$ cat src/rtl/Falco_pkg.sv
// Shared integer-pipe types: dispatch payload, branch-kill broadcast, issue source encoding.
package Falco_pkg;

    localparam int unsigned ROB_TAG_W = 6;
    localparam int unsigned PREG_W    = 6;
    localparam int unsigned OPCODE_W  = 7;
    localparam int unsigned IMM_W     = 20;

    typedef logic [ROB_TAG_W-1:0] rob_tag_t;

    typedef struct packed {
        rob_tag_t              rob_tag;
        logic [OPCODE_W-1:0]   opcode;
        logic [PREG_W-1:0]     prd;
        logic [PREG_W-1:0]     prs1;
        logic [PREG_W-1:0]     prs2;
        logic [IMM_W-1:0]      imm;
    } int_dispatch_pack_t;

    // Kill every op whose ROB tag is at or after kill_from.
    typedef struct packed {
        logic     valid;
        rob_tag_t kill_from;
    } branch_flush_t;

    typedef enum logic [1:0] {
        ISSUE_SRC_QUEUE     = 2'd0,
        ISSUE_SRC_REPLAY    = 2'd1,
        ISSUE_SRC_WAKESTALL = 2'd2
    } issue_src_e;

    function automatic logic IsBrROBKill(input branch_flush_t flush, input rob_tag_t tag);
        return flush.valid && (tag >= flush.kill_from);
    endfunction

endpackage

$ cat src/rtl/int_issue_slot_reg.sv
// One issue slot output register: captures the selected op, holds on stall, drops killed ops.
module int_issue_slot_reg
    import Falco_pkg::*;
(
    input  logic               clk,
    input  logic               rst,
    input  logic               sel_valid,
    input  int_dispatch_pack_t sel_pack,
    input  logic               hold,
    input  logic               squash,
    input  branch_flush_t      flush,
    output logic               valid,
    output int_dispatch_pack_t pack
);

    // While held, a resident op can still be killed by a branch flush.
    always_ff @(posedge clk or negedge rst) begin
        if (!rst) begin
            valid <= 1'b0;
            pack  <= '0;
        end else if (hold) begin
            valid <= valid & ~IsBrROBKill(flush, pack.rob_tag);
        end else begin
            pack  <= sel_pack;
            valid <= ~squash & sel_valid & ~IsBrROBKill(flush, sel_pack.rob_tag);
        end
    end

endmodule

$ cat src/rtl/int_issue_select_stage.sv
// Integer issue-select stage: picks queue, replay or wake-stall source for both slots and registers it.
module int_issue_select_stage
    import Falco_pkg::*;
#(
    parameter int unsigned CNT_W = 16
) (
    input  logic               clk,
    input  logic               rst,
    input  branch_flush_t      recovery_flush_BCAST,
    input  logic               recovery_stall,
    input  logic               replay_muldiv_stall,
    input  logic               load_wake_up_failed_stall,
    input  logic               load_wake_up_predict_failed,
    input  logic               replay_issue_first,
    input  logic               q_issue_instr0_valid,
    input  logic               q_issue_instr1_valid,
    input  int_dispatch_pack_t q_issue_instr0_pack,
    input  int_dispatch_pack_t q_issue_instr1_pack,
    input  logic               rp_issue_instr0_valid,
    input  logic               rp_issue_instr1_valid,
    input  int_dispatch_pack_t rp_issue_instr0_pack,
    input  int_dispatch_pack_t rp_issue_instr1_pack,
    input  logic               ws_issue_instr0_valid,
    input  logic               ws_issue_instr1_valid,
    input  int_dispatch_pack_t ws_issue_instr0_pack,
    input  int_dispatch_pack_t ws_issue_instr1_pack,
    output logic               q_issue_grant0,
    output logic               q_issue_grant1,
    output logic               issue_instr0_valid,
    output logic               issue_instr1_valid,
    output int_dispatch_pack_t issue_instr0_pack,
    output int_dispatch_pack_t issue_instr1_pack,
    output logic [1:0]         issue_src,
    output logic [CNT_W-1:0]   replay_cycle_cnt
);

    localparam logic [CNT_W-1:0] CNT_MAX = '1;

    issue_src_e         sel_src;
    logic               sel_valid0;
    logic               sel_valid1;
    int_dispatch_pack_t sel_pack0;
    int_dispatch_pack_t sel_pack1;
    logic               hold;
    logic               squash;
    logic               capture;
    issue_src_e         src_r;

    assign hold    = recovery_stall | replay_muldiv_stall;
    assign squash  = load_wake_up_predict_failed & ~hold;
    assign capture = ~hold & ~load_wake_up_predict_failed;

    // One source feeds both slots; wake-stall beats replay beats queue.
    always_comb begin
        sel_src    = ISSUE_SRC_QUEUE;
        sel_valid0 = q_issue_instr0_valid;
        sel_valid1 = q_issue_instr1_valid;
        sel_pack0  = q_issue_instr0_pack;
        sel_pack1  = q_issue_instr1_pack;
        if (load_wake_up_failed_stall) begin
            sel_src    = ISSUE_SRC_WAKESTALL;
            sel_valid0 = ws_issue_instr0_valid;
            sel_valid1 = ws_issue_instr1_valid;
            sel_pack0  = ws_issue_instr0_pack;
            sel_pack1  = ws_issue_instr1_pack;
        end else if (replay_issue_first) begin
            sel_src    = ISSUE_SRC_REPLAY;
            sel_valid0 = rp_issue_instr0_valid;
            sel_valid1 = rp_issue_instr1_valid;
            sel_pack0  = rp_issue_instr0_pack;
            sel_pack1  = rp_issue_instr1_pack;
        end
    end

    // Killed queue ops are still granted: their ROB entries are being flushed anyway.
    always_comb begin
        q_issue_grant0 = 1'b0;
        q_issue_grant1 = 1'b0;
        if (capture && (sel_src == ISSUE_SRC_QUEUE)) begin
            q_issue_grant0 = q_issue_instr0_valid;
            q_issue_grant1 = q_issue_instr1_valid;
        end
    end

    int_issue_slot_reg u_slot0 (
        .clk       (clk),
        .rst       (rst),
        .sel_valid (sel_valid0),
        .sel_pack  (sel_pack0),
        .hold      (hold),
        .squash    (squash),
        .flush     (recovery_flush_BCAST),
        .valid     (issue_instr0_valid),
        .pack      (issue_instr0_pack)
    );

    int_issue_slot_reg u_slot1 (
        .clk       (clk),
        .rst       (rst),
        .sel_valid (sel_valid1),
        .sel_pack  (sel_pack1),
        .hold      (hold),
        .squash    (squash),
        .flush     (recovery_flush_BCAST),
        .valid     (issue_instr1_valid),
        .pack      (issue_instr1_pack)
    );

    // Source tag follows the packs, so it also updates on a squash cycle.
    always_ff @(posedge clk or negedge rst) begin
        if (!rst) begin
            src_r <= ISSUE_SRC_QUEUE;
        end else if (!hold) begin
            src_r <= sel_src;
        end
    end

    assign issue_src = src_r;

    always_ff @(posedge clk or negedge rst) begin
        if (!rst) begin
            replay_cycle_cnt <= '0;
        end else if (capture && (sel_src != ISSUE_SRC_QUEUE) && (sel_valid0 || sel_valid1)
                     && (replay_cycle_cnt != CNT_MAX)) begin
            replay_cycle_cnt <= replay_cycle_cnt + CNT_W'(1);
        end
    end

endmodule

$ cat config.mk
export PLATFORM = sky130hd
export DESIGN_NAME = int_issue_select_stage
export DESIGN_NICKNAME = d
export VERILOG_FILES = /design/src/rtl/Falco_pkg.sv /design/src/rtl/int_issue_slot_reg.sv /design/src/rtl/int_issue_select_stage.sv
export SDC_FILE = /design/constraint.sdc
export NUM_CORES = 1
export LEC_CHECK = 0
export ABC_AREA = 1
export CAP_MARGIN = 20
export CORE_AREA = 2 2 173 175
export DETAILED_ROUTE_END_ITERATION = 10
export DIE_AREA = 0 0 175 177
export PLACE_DENSITY = 0.67
export SYNTH_ARGS = -nofsm -noshare
export SYNTH_HDL_FRONTEND = slang
export SYNTH_SLANG_ARGS = --single-unit
$ cat constraint.sdc
create_clock -name clk -period 3.6 [get_ports clk]
set_clock_uncertainty 0.15 [all_clocks]
set_input_delay 0.9 -clock clk [delete_from_list [all_inputs] [get_ports clk]]
set_output_delay 0.9 -clock clk [all_outputs]
set_load 0.05 [all_outputs]
==> results.ini, run 1 <==
[detailed_routing]
via_count=8388
post_drt_via_cell_ratio=4.65
drc=0
drt_wl_total_mm=30.8
detail_route.iter0.violations=553
drt_first_pass_iters=5
final_routed_wire_length_divided_by_cell_count_um=17.1
route.antenna.remaining_nets=0

[place]
place.gp.congestion=0.856
place_inst=1770
number_of_buffer_cells_added_on_primary_ports=449
worst_case_setup_slack_after_placement_ns=0.177
dpl.hpwl_mm=22.9

[clocking]
cts-hold-fix-buffers=0
cts.repair.resized=0
cts-root-buf=sky130_fd_sc_hd__clkbuf_16
post-cts-setup-buffers=0
clkTransAtPathRegs_ns=0.06
cts_sinks=122
tritoncts.num_buffers=17
clk_path_buf_depth=2
worst_skew_pair.late_latency_ns=0.41
cts_max_level=4
cts_tree=done

[floorplanning]
initial_core_util=0.245
placement_rows=63
die_area_mm2=0.0310
die_width_um=175
die_height_um=177
io_count=450
total_core_area_mm2=0.0292

[critical_path]
ff_to_ff_path_depth=9
worst_ep_arrival_time_ns=2.35
highest_net_fanout_along_the_worst_path=4
reg2reg_to=replay_cycle_cnt[11]
worst-endpoint-required_ns=2.55
endpoint_kind=output pin
worst_r2r_setup_slack_ns=1.53
crit_path_start_kind=input pin
timing_worst_setup_path_type=input pin to output pin
launching_point_of_the_worst_reg2reg_path=replay_cycle_cnt[0]

[final_layout]
fin_cells=1805
drive_above_1_share=0.0418
final_net_count=1750
syn_to_layout_area_delta_pct=76.8

[sta]
finalHoldWorstSlack_ns=0.308
slew_viol_final=0
tns_ns=0
finalWorstPathRequiredPeriod_ns=3.40
rsz_0062_raised_after_global_routing=false
worst_slew_pin_slew_ns=0.688
fin_ws_ns=0.200
period_share=0.944
timing_hold_violations_final=0
fmaxAchievable_ghz=0.294
slew-limit-headroom=0.541
total_setup_violations_reported_at_the_end_of_the_flow=0

[worst_hold_path]
hold_class=input pin to asynchronous set/reset pin

[synth]
synth_warnings=0
netlist_instances=979
syn-cell-area_mm2=0.00716
ys_seq_elements=122
post_synth_num_cell_types=31
post_synth.cell_area_avg_um2=7.32
yosysSeqAreaShare=0.426
synthesis.nets=1330

[pwr]
p_leak_nw=5.25
power_per_cell_area_mw_per_mm2=449
worst_ir_drop_vdd_mv=0.303

[run_status]
run_status=finished clean

[run]
max_cap_violations=0

[global_routing]
grt_pass1_wl_mm=46.6
global_route.overflow_total=0
number_of_antenna_violations_at_the_first_check_in_global_routing=5
maximum_number_of_pins_on_one_net_before_global_route_repair=123
number_of_global_route_vias_before_repair=8376
track_usage=0.194

## cell families (layout without fill, tap and decap cells)
logic type / after synthesis / count (layout) / synth area share
buffers and inverters: 97 / 529 / 0.0590
and+or+nand+nor: 576 / 576 / 0.319
DFF: 122 / 122 / 0.426
other: 0 / 4 / 0
AOI/OAI and AO/OA: 152 / 152 / 0.144
xor gates and xnor gates: 7 / 7 / 0.00856
adders and majority gates: 25 / 25 / 0.0437
## cells in the final DEF (no fill, tap or decap), drive strengths merged
master / count
clkinv: 5
buf: 16
bufinv: 5
a21oi: 38
a41oi: 51
a21o: 2
nand4: 4
nor3: 4
a31oi: 39
dfrtp: 122
a22oi: 5
o21a: 2
diode: 4
nand3: 38
o21ai: 13
xor2: 3
a21boi: 2
inv: 38
nor2: 126
ha: 25
clkinvlp: 2
xnor2: 4
clkbuf: 18
nand2: 404
clkdlybuf4s50: 445
## cell usage after synthesis, drive strengths merged
| cell type | n | share of area |
|---|---|---|
| a21boi | 2 | 0.0021 |
| a21o | 2 | 0.0021 |
| a21oi | 38 | 0.027 |
| a22oi | 5 | 0.0052 |
| a31oi | 39 | 0.034 |
| a41oi | 51 | 0.062 |
| buf | 37 | 0.027 |
| clkbuf | 23 | 0.012 |
| clkinv | 1 | 0.00070 |
| dfrtp | 122 | 0.43 |
| ha | 25 | 0.044 |
| inv | 36 | 0.019 |
| nand2 | 404 | 0.21 |
| nand3 | 38 | 0.029 |
| nand4 | 4 | 0.0035 |
| nor2 | 126 | 0.069 |
| nor3 | 4 | 0.0051 |
| o21a | 2 | 0.0021 |
| o21ai | 13 | 0.0091 |
| xnor2 | 4 | 0.0049 |
| xor2 | 3 | 0.0037 |
## flip-flops by register name, indices dropped and copies added (netlist names)
signal / cells
u_slot0.pack: 51
u_slot1.pack: 51
replay_cycle_cnt: 16
issue_src: 2
u_slot0.valid: 1
u_slot1.valid: 1
## worst max path at each step
stage,startpoint,endpoint,slack (ns),cells past startpoint
final,replay_muldiv_stall,q_issue_grant1,0.20,7
after global routing,replay_muldiv_stall,q_issue_grant0,0.08,7
after CTS,replay_muldiv_stall,q_issue_grant1,0.17,7
after detailed placement,replay_muldiv_stall,q_issue_grant1,0.18,7
after global placement,replay_muldiv_stall,q_issue_grant1,0.19,7
after floorplan,load_wake_up_failed_stall,q_issue_grant0,0.41,5
## critical path: stages
cell,delay (ns)
sky130_fd_sc_hd__clkdlybuf4s50_1,0.44
sky130_fd_sc_hd__nor2_4,0.26
sky130_fd_sc_hd__inv_2,0.06
sky130_fd_sc_hd__nor2_1,0.17
sky130_fd_sc_hd__nand2_1,0.14
sky130_fd_sc_hd__nor2_1,0.20
sky130_fd_sc_hd__buf_12,0.17
## cell type report
class	count	area, um2
Antenna cell	4	10.0
Clock inverter	13	218
Multi-Input combinational cell	760	3690
Sequential cell	122	3050
Tap cell	390	488
Inverter	37	140
Timing Repair Buffer	461	4630
Clock buffer	18	429
Fill cell	2942	16600
## stage by stage
stage,total power [mW],utilization,area (um2)
final,5.68,0.433,12700
after global routing,5.95,0.433,12700
after CTS,5.75,0.433,12600
after detailed placement,3.77,0.410,12000
after global placement,3.75,0.410,12000
after floorplan,2.81,-,7160
## report_power, final
group | switching (mW) | internal (mW)
clock | 0.713 | 1.24
combinational | 1.21 | 0.830
sequential | 0.137 | 1.56
## layer usage
layer,GRT usage,part of all wire
met1,0.236,0.42
met2,0.324,0.48
met3,0.0612,0.076
met4,0.0639,0.024
met5,0,0.00042
Note: power is estimated with default switching activity, not from simulation.
==> run 2: changes to the inputs <==
==> constraint.sdc (replaced) <==
create_clock -name clk -period 3.6 [get_ports clk]
set_clock_uncertainty 0.15 [all_clocks]
set_input_delay 0.72 -clock clk [delete_from_list [all_inputs] [get_ports clk]]
set_output_delay 0.72 -clock clk [all_outputs]
set_load 0.05 [all_outputs]
==> run 2 against run 1 <==
Effect of this change:
- hold slack got worse by 0.12 ns
- design area about the same
- wire length increased by 0.44%
- global-route usage is 0.12 points lower
- register-to-register slack about the same
- first-iteration DRC count up 9.9%
- non-clock buffer count is 1 lower
- critical endpoint unchanged
==> results.ini, run 2 (same netlist as run 1, synthesis figures left out) <==
[pwr]
p_leak_nw=5.26
power_per_cell_area_mw_per_mm2=454
worst_ir_drop_vdd_mv=0.322
power.total_mw=5.75

[run_status]
run_status=finished clean

[floorplanning]
placement_rows=63
die_height_um=177
die_area_mm2=0.0310
io_count=450
die_width_um=175
total_core_area_mm2=0.0292
initial_core_util=0.245

[clocking]
cts_sinks=122
clk_path_buf_depth=2
cts_max_level=4
tritoncts.num_buffers=17
worst_skew_pair.late_latency_ns=0.40
cts-root-buf=sky130_fd_sc_hd__clkbuf_16
cts_tree=done
cts-hold-fix-buffers=0
post-cts-setup-buffers=0
clkTransAtPathRegs_ns=0.06
cts.repair.resized=0

[critical_path]
worst-endpoint-required_ns=2.73
worst_ep_arrival_time_ns=2.24
crit_path_start_kind=input pin
endpoint_kind=output pin
highest_net_fanout_along_the_worst_path=16
ff_to_ff_path_depth=9
timing_worst_setup_path_type=input pin to output pin
worst_r2r_setup_slack_ns=1.54

[global_routing]
maximum_number_of_pins_on_one_net_before_global_route_repair=119
number_of_global_route_vias_before_repair=8216
number_of_antenna_violations_at_the_first_check_in_global_routing=4
track_usage=0.192
grt_pass1_wl_mm=46.3
global_route.overflow_total=0

[final_layout]
fin_cells=1803
layout_top_registers=u_slot0.pack x51, u_slot1.pack x51, replay_cycle_cnt x16
mostFrequentLayoutCells=sky130_fd_sc_hd__clkdlybuf4s50_1 (445), sky130_fd_sc_hd__nand2_1 (403), sky130_fd_sc_hd__nor2_1 (122), sky130_fd_sc_hd__dfrtp_1 (122), sky130_fd_sc_hd__a41oi_1 (51)
fillCellCount=2893
final_net_count=1749
leading_cell_type_in_the_layout_fill_and_taps_excluded=sky130_fd_sc_hd__clkdlybuf4s50_1
drive_above_1_share=0.0411
syn_to_layout_area_delta_pct=76.9

[place]
number_of_buffer_cells_added_on_primary_ports=449
place.gp.congestion=0.876
worst_case_setup_slack_after_placement_ns=0.502
dpl.hpwl_mm=23.1
place_inst=1769

[detailed_routing]
via_count=8421
route.antenna.remaining_nets=0
post_drt_via_cell_ratio=4.67
detail_route.iter0.violations=608
drc=0
drt_wl_total_mm=30.9
final_routed_wire_length_divided_by_cell_count_um=17.2
drt_first_pass_iters=5

[run]
max_cap_violations=0

[sta]
finalHoldWorstSlack_ns=0.187
slew_viol_final=0
rsz_0062_raised_after_global_routing=false
total_setup_violations_reported_at_the_end_of_the_flow=0
slew-limit-headroom=0.512
fin_ws_ns=0.494
worst_slew_pin_slew_ns=0.732
tns_ns=0
timing_hold_violations_final=0
finalWorstPathRequiredPeriod_ns=3.11
period_share=0.863
fmaxAchievable_ghz=0.322

[worst_hold_path]
hold_class=input pin to asynchronous set/reset pin

-- run 2: cell types whose count changed in the layout (fill, tap and decap cells not counted) --
cell,previous run,this run
sky130_fd_sc_hd__buf_4,11,10
sky130_fd_sc_hd__diode_2,4,3
sky130_fd_sc_hd__clkinv_4,4,3
sky130_fd_sc_hd__bufinv_16,5,6
sky130_fd_sc_hd__inv_6,2,3
sky130_fd_sc_hd__clkinvlp_4,2,1
-- run 2: power by group --
group	leakage (nW)	internal, mW	total (mW)	switching (mW)
Sequential	1.43	1.56	1.70	0.137
Combinational	3.51	0.830	2.04	1.21
Clock	0.322	1.31	2.02	0.709
Total	5.26	3.70	5.75	2.05
-- run 2: worst max-delay path, stage by stage --
cell                              delay (ns)
sky130_fd_sc_hd__clkdlybuf4s50_1        0.51
sky130_fd_sc_hd__nor2_4                 0.41
sky130_fd_sc_hd__nand2_1                0.19
sky130_fd_sc_hd__nor2_1                 0.23
sky130_fd_sc_hd__buf_12                 0.17
-- run 2: path summary, 6_finish.rpt --
kind	from	to
min in group clk	issue_src[0]	issue_src[0]
max in group asynchronous	rst	u_slot1.pack[3]
hold / removal	rst	replay_cycle_cnt[9]
hold reg to reg	issue_src[0]	issue_src[0]
setup reg to reg	replay_cycle_cnt[0]	replay_cycle_cnt[10]
setup / recovery	replay_issue_first	q_issue_grant1
-- run 2: final cells by class --
type                       count  area (um2)  area share
clock buffer                  18         429      0.0339
inverter                      37         140      0.0111
antenna                        3        7.51    0.000592
timing repair buffer         460        4620       0.365
sequential                   122        3050       0.241
multi-input combinational    760        3690       0.291
tap                          390         488      0.0385
clock inverter                13         240      0.0190
-- run 2: through the flow --
stage               area, um2   util
floorplan                7160      -
global placement        12000  0.410
global route            12700  0.433
detailed placement      12000  0.410
finish                  12700  0.433
CTS                     12700  0.433
-- run 2: routing by layer --
metal  vias to the layer above  GRT usage  part of all wire
li1                       4080          -                 -
met2                       332      0.327              0.49
met1                      3975      0.234              0.41
met5                         -          0           0.00052
met4                         2     0.0573             0.019
met3                        32     0.0591             0.076
==> run 3: changes to the inputs <==
--- a/config.mk
+++ b/config.mk
@@ -10,7 +10,7 @@
 export CORE_AREA = 2 2 173 175
 export DETAILED_ROUTE_END_ITERATION = 10
 export DIE_AREA = 0 0 175 177
-export PLACE_DENSITY = 0.67
+export PLACE_DENSITY = 0.66
 export SYNTH_ARGS = -nofsm -noshare
 export SYNTH_HDL_FRONTEND = slang
 export SYNTH_SLANG_ARGS = --single-unit
==> run 3 against run 2 <==
Effect of this change:
- count of clock-buffer cells in the layout up 3
- first-iteration DRC count down 17%
- maximum frequency up 1.7%
==> results.ini, run 3 (same netlist as run 1, synthesis figures left out) <==
[floorplanning]
total_core_area_mm2=0.0292
io_count=450
placement_rows=63
die_width_um=175
initial_core_util=0.245
die_height_um=177
die_area_mm2=0.0310

[critical_path]
highest_net_fanout_along_the_worst_path=15
worst_ep_arrival_time_ns=2.19
path_buf_inv=2
critical_path.max_stage_delay_ns=0.51
crit_path_start_kind=input pin
timing_worst_setup_path_type=input pin to output pin
slowest_stage=sky130_fd_sc_hd__clkdlybuf4s50_1
cell_chain_of_the_critical_path=clkdlybuf4s50_1 > nor2_4 > nand2_1 > nor2_1 > buf_12
endpoint_kind=output pin
timing.critical_path.max_delay_family=simple AND/OR/NAND/NOR gates
worst-endpoint-required_ns=2.73

[clocking]
cts.repair.resized=0
clkTransAtPathRegs_ns=0.06
cts_tree=done
tritoncts.num_buffers=17
cts-hold-fix-buffers=0
cts-root-buf=sky130_fd_sc_hd__clkbuf_16
clk_path_buf_depth=2
worst_skew_pair.late_latency_ns=0.42
cts_sinks=122
post-cts-setup-buffers=0
cts_max_level=4

[sta]
rsz_0062_raised_after_global_routing=false
fmaxAchievable_ghz=0.327
timing_hold_violations_final=0
slew-limit-headroom=0.335
worst_slew_pin_slew_ns=0.997
total_setup_violations_reported_at_the_end_of_the_flow=0
finalWorstPathRequiredPeriod_ns=3.06
slew_viol_final=0
tns_ns=0
finalHoldWorstSlack_ns=0.119
fin_ws_ns=0.545
period_share=0.849

[final_layout]
leading_cell_type_in_the_layout_fill_and_taps_excluded=sky130_fd_sc_hd__clkdlybuf4s50_1
mostFrequentLayoutCells=sky130_fd_sc_hd__clkdlybuf4s50_1 (445), sky130_fd_sc_hd__nand2_1 (403), sky130_fd_sc_hd__nor2_1 (122), sky130_fd_sc_hd__dfrtp_1 (122), sky130_fd_sc_hd__a41oi_1 (51)
final_net_count=1748
layout_top_registers=u_slot0.pack x51, u_slot1.pack x51, replay_cycle_cnt x16
final_util=0.431
syn_to_layout_area_delta_pct=76.1
drive_above_1_share=0.0404

[run]
max_cap_violations=0

[detailed_routing]
via_count=8468
post_drt_via_cell_ratio=4.70
drc=0
detail_route.iter0.violations=503
route.antenna.remaining_nets=0
drt_first_pass_iters=5
drt_wl_total_mm=31.1
final_routed_wire_length_divided_by_cell_count_um=17.3

[place]
worst_case_setup_slack_after_placement_ns=0.562
dpl.hpwl_mm=22.9
number_of_buffer_cells_added_on_primary_ports=449
place.gp.congestion=0.872

[global_routing]
number_of_global_route_vias_before_repair=8369
track_usage=0.197
maximum_number_of_pins_on_one_net_before_global_route_repair=164
global_route.overflow_total=0
number_of_antenna_violations_at_the_first_check_in_global_routing=5
grt_pass1_wl_mm=47.1

[run_status]
run_status=finished clean

[worst_hold_path]
hold_class=input pin to asynchronous set/reset pin

[pwr]
power_per_cell_area_mw_per_mm2=441
worst_ir_drop_vdd_mv=0.222
p_leak_nw=5.23
power.total_mw=5.56

[run 3: layer usage]
| layer | up-vias | wire [um] | global-route usage |
|---|---|---|---|
| met4 | 4 | 908 | 0.0747 |
| met5 | - | 24 | 0 |
| met2 | 341 | 14900 | 0.322 |
| li1 | 4086 | - | - |
| met3 | 53 | 2440 | 0.0662 |
| met1 | 3984 | 12800 | 0.240 |
[run 3: cell type report]
type,count,area [um2]
inverter,37,140
clock inverter,11,145
fill,2861,16600
sequential,122,3050
antenna,3,7.51
multi-input combinational,760,3690
clock buffer,21,460
tap,390,488
timing repair buffer,459,4630
[run 3: where the power goes]
group	total, mW	switching, mW	internal, mW
combinational	2.05	1.21	0.831
clock	1.81	0.688	1.13
sequential	1.70	0.136	1.56
[run 3: path summary, 6_finish.rpt]
check / startpoint / to / slack (ns) / cells after the start
worst min-delay path: rst / replay_cycle_cnt[6] / 0.12 / 1
min in group clk: issue_src[0] / issue_src[0] / 0.33 / 2
worst min register to register: issue_src[0] / issue_src[0] / 0.33 / 2
max in group asynchronous: rst / u_slot1.pack[4] / 2.37 / 2
worst max register to register: replay_cycle_cnt[0] / replay_cycle_cnt[11] / 1.57 / 9
worst max-delay path: replay_issue_first / q_issue_grant1 / 0.54 / 5
[run 3: worst register-to-register path: stages, from the launching register on]
cell	delay, ns
sky130_fd_sc_hd__dfrtp_1	0.42
sky130_fd_sc_hd__ha_1	0.27
sky130_fd_sc_hd__nand3_1	0.18
sky130_fd_sc_hd__inv_2	0.06
sky130_fd_sc_hd__nand2_2	0.08
sky130_fd_sc_hd__clkinv_2	0.07
sky130_fd_sc_hd__nand3_4	0.16
sky130_fd_sc_hd__nand3_2	0.32
sky130_fd_sc_hd__nand2_1	0.15
sky130_fd_sc_hd__nand2_1	0.06
[run 3: through the flow]
step	cells	area, um2
detailed placement	1768	12000
global placement	1768	12000
floorplan	979	7160
CTS	1800	12600
finish	1803	12600
global route	1803	12600
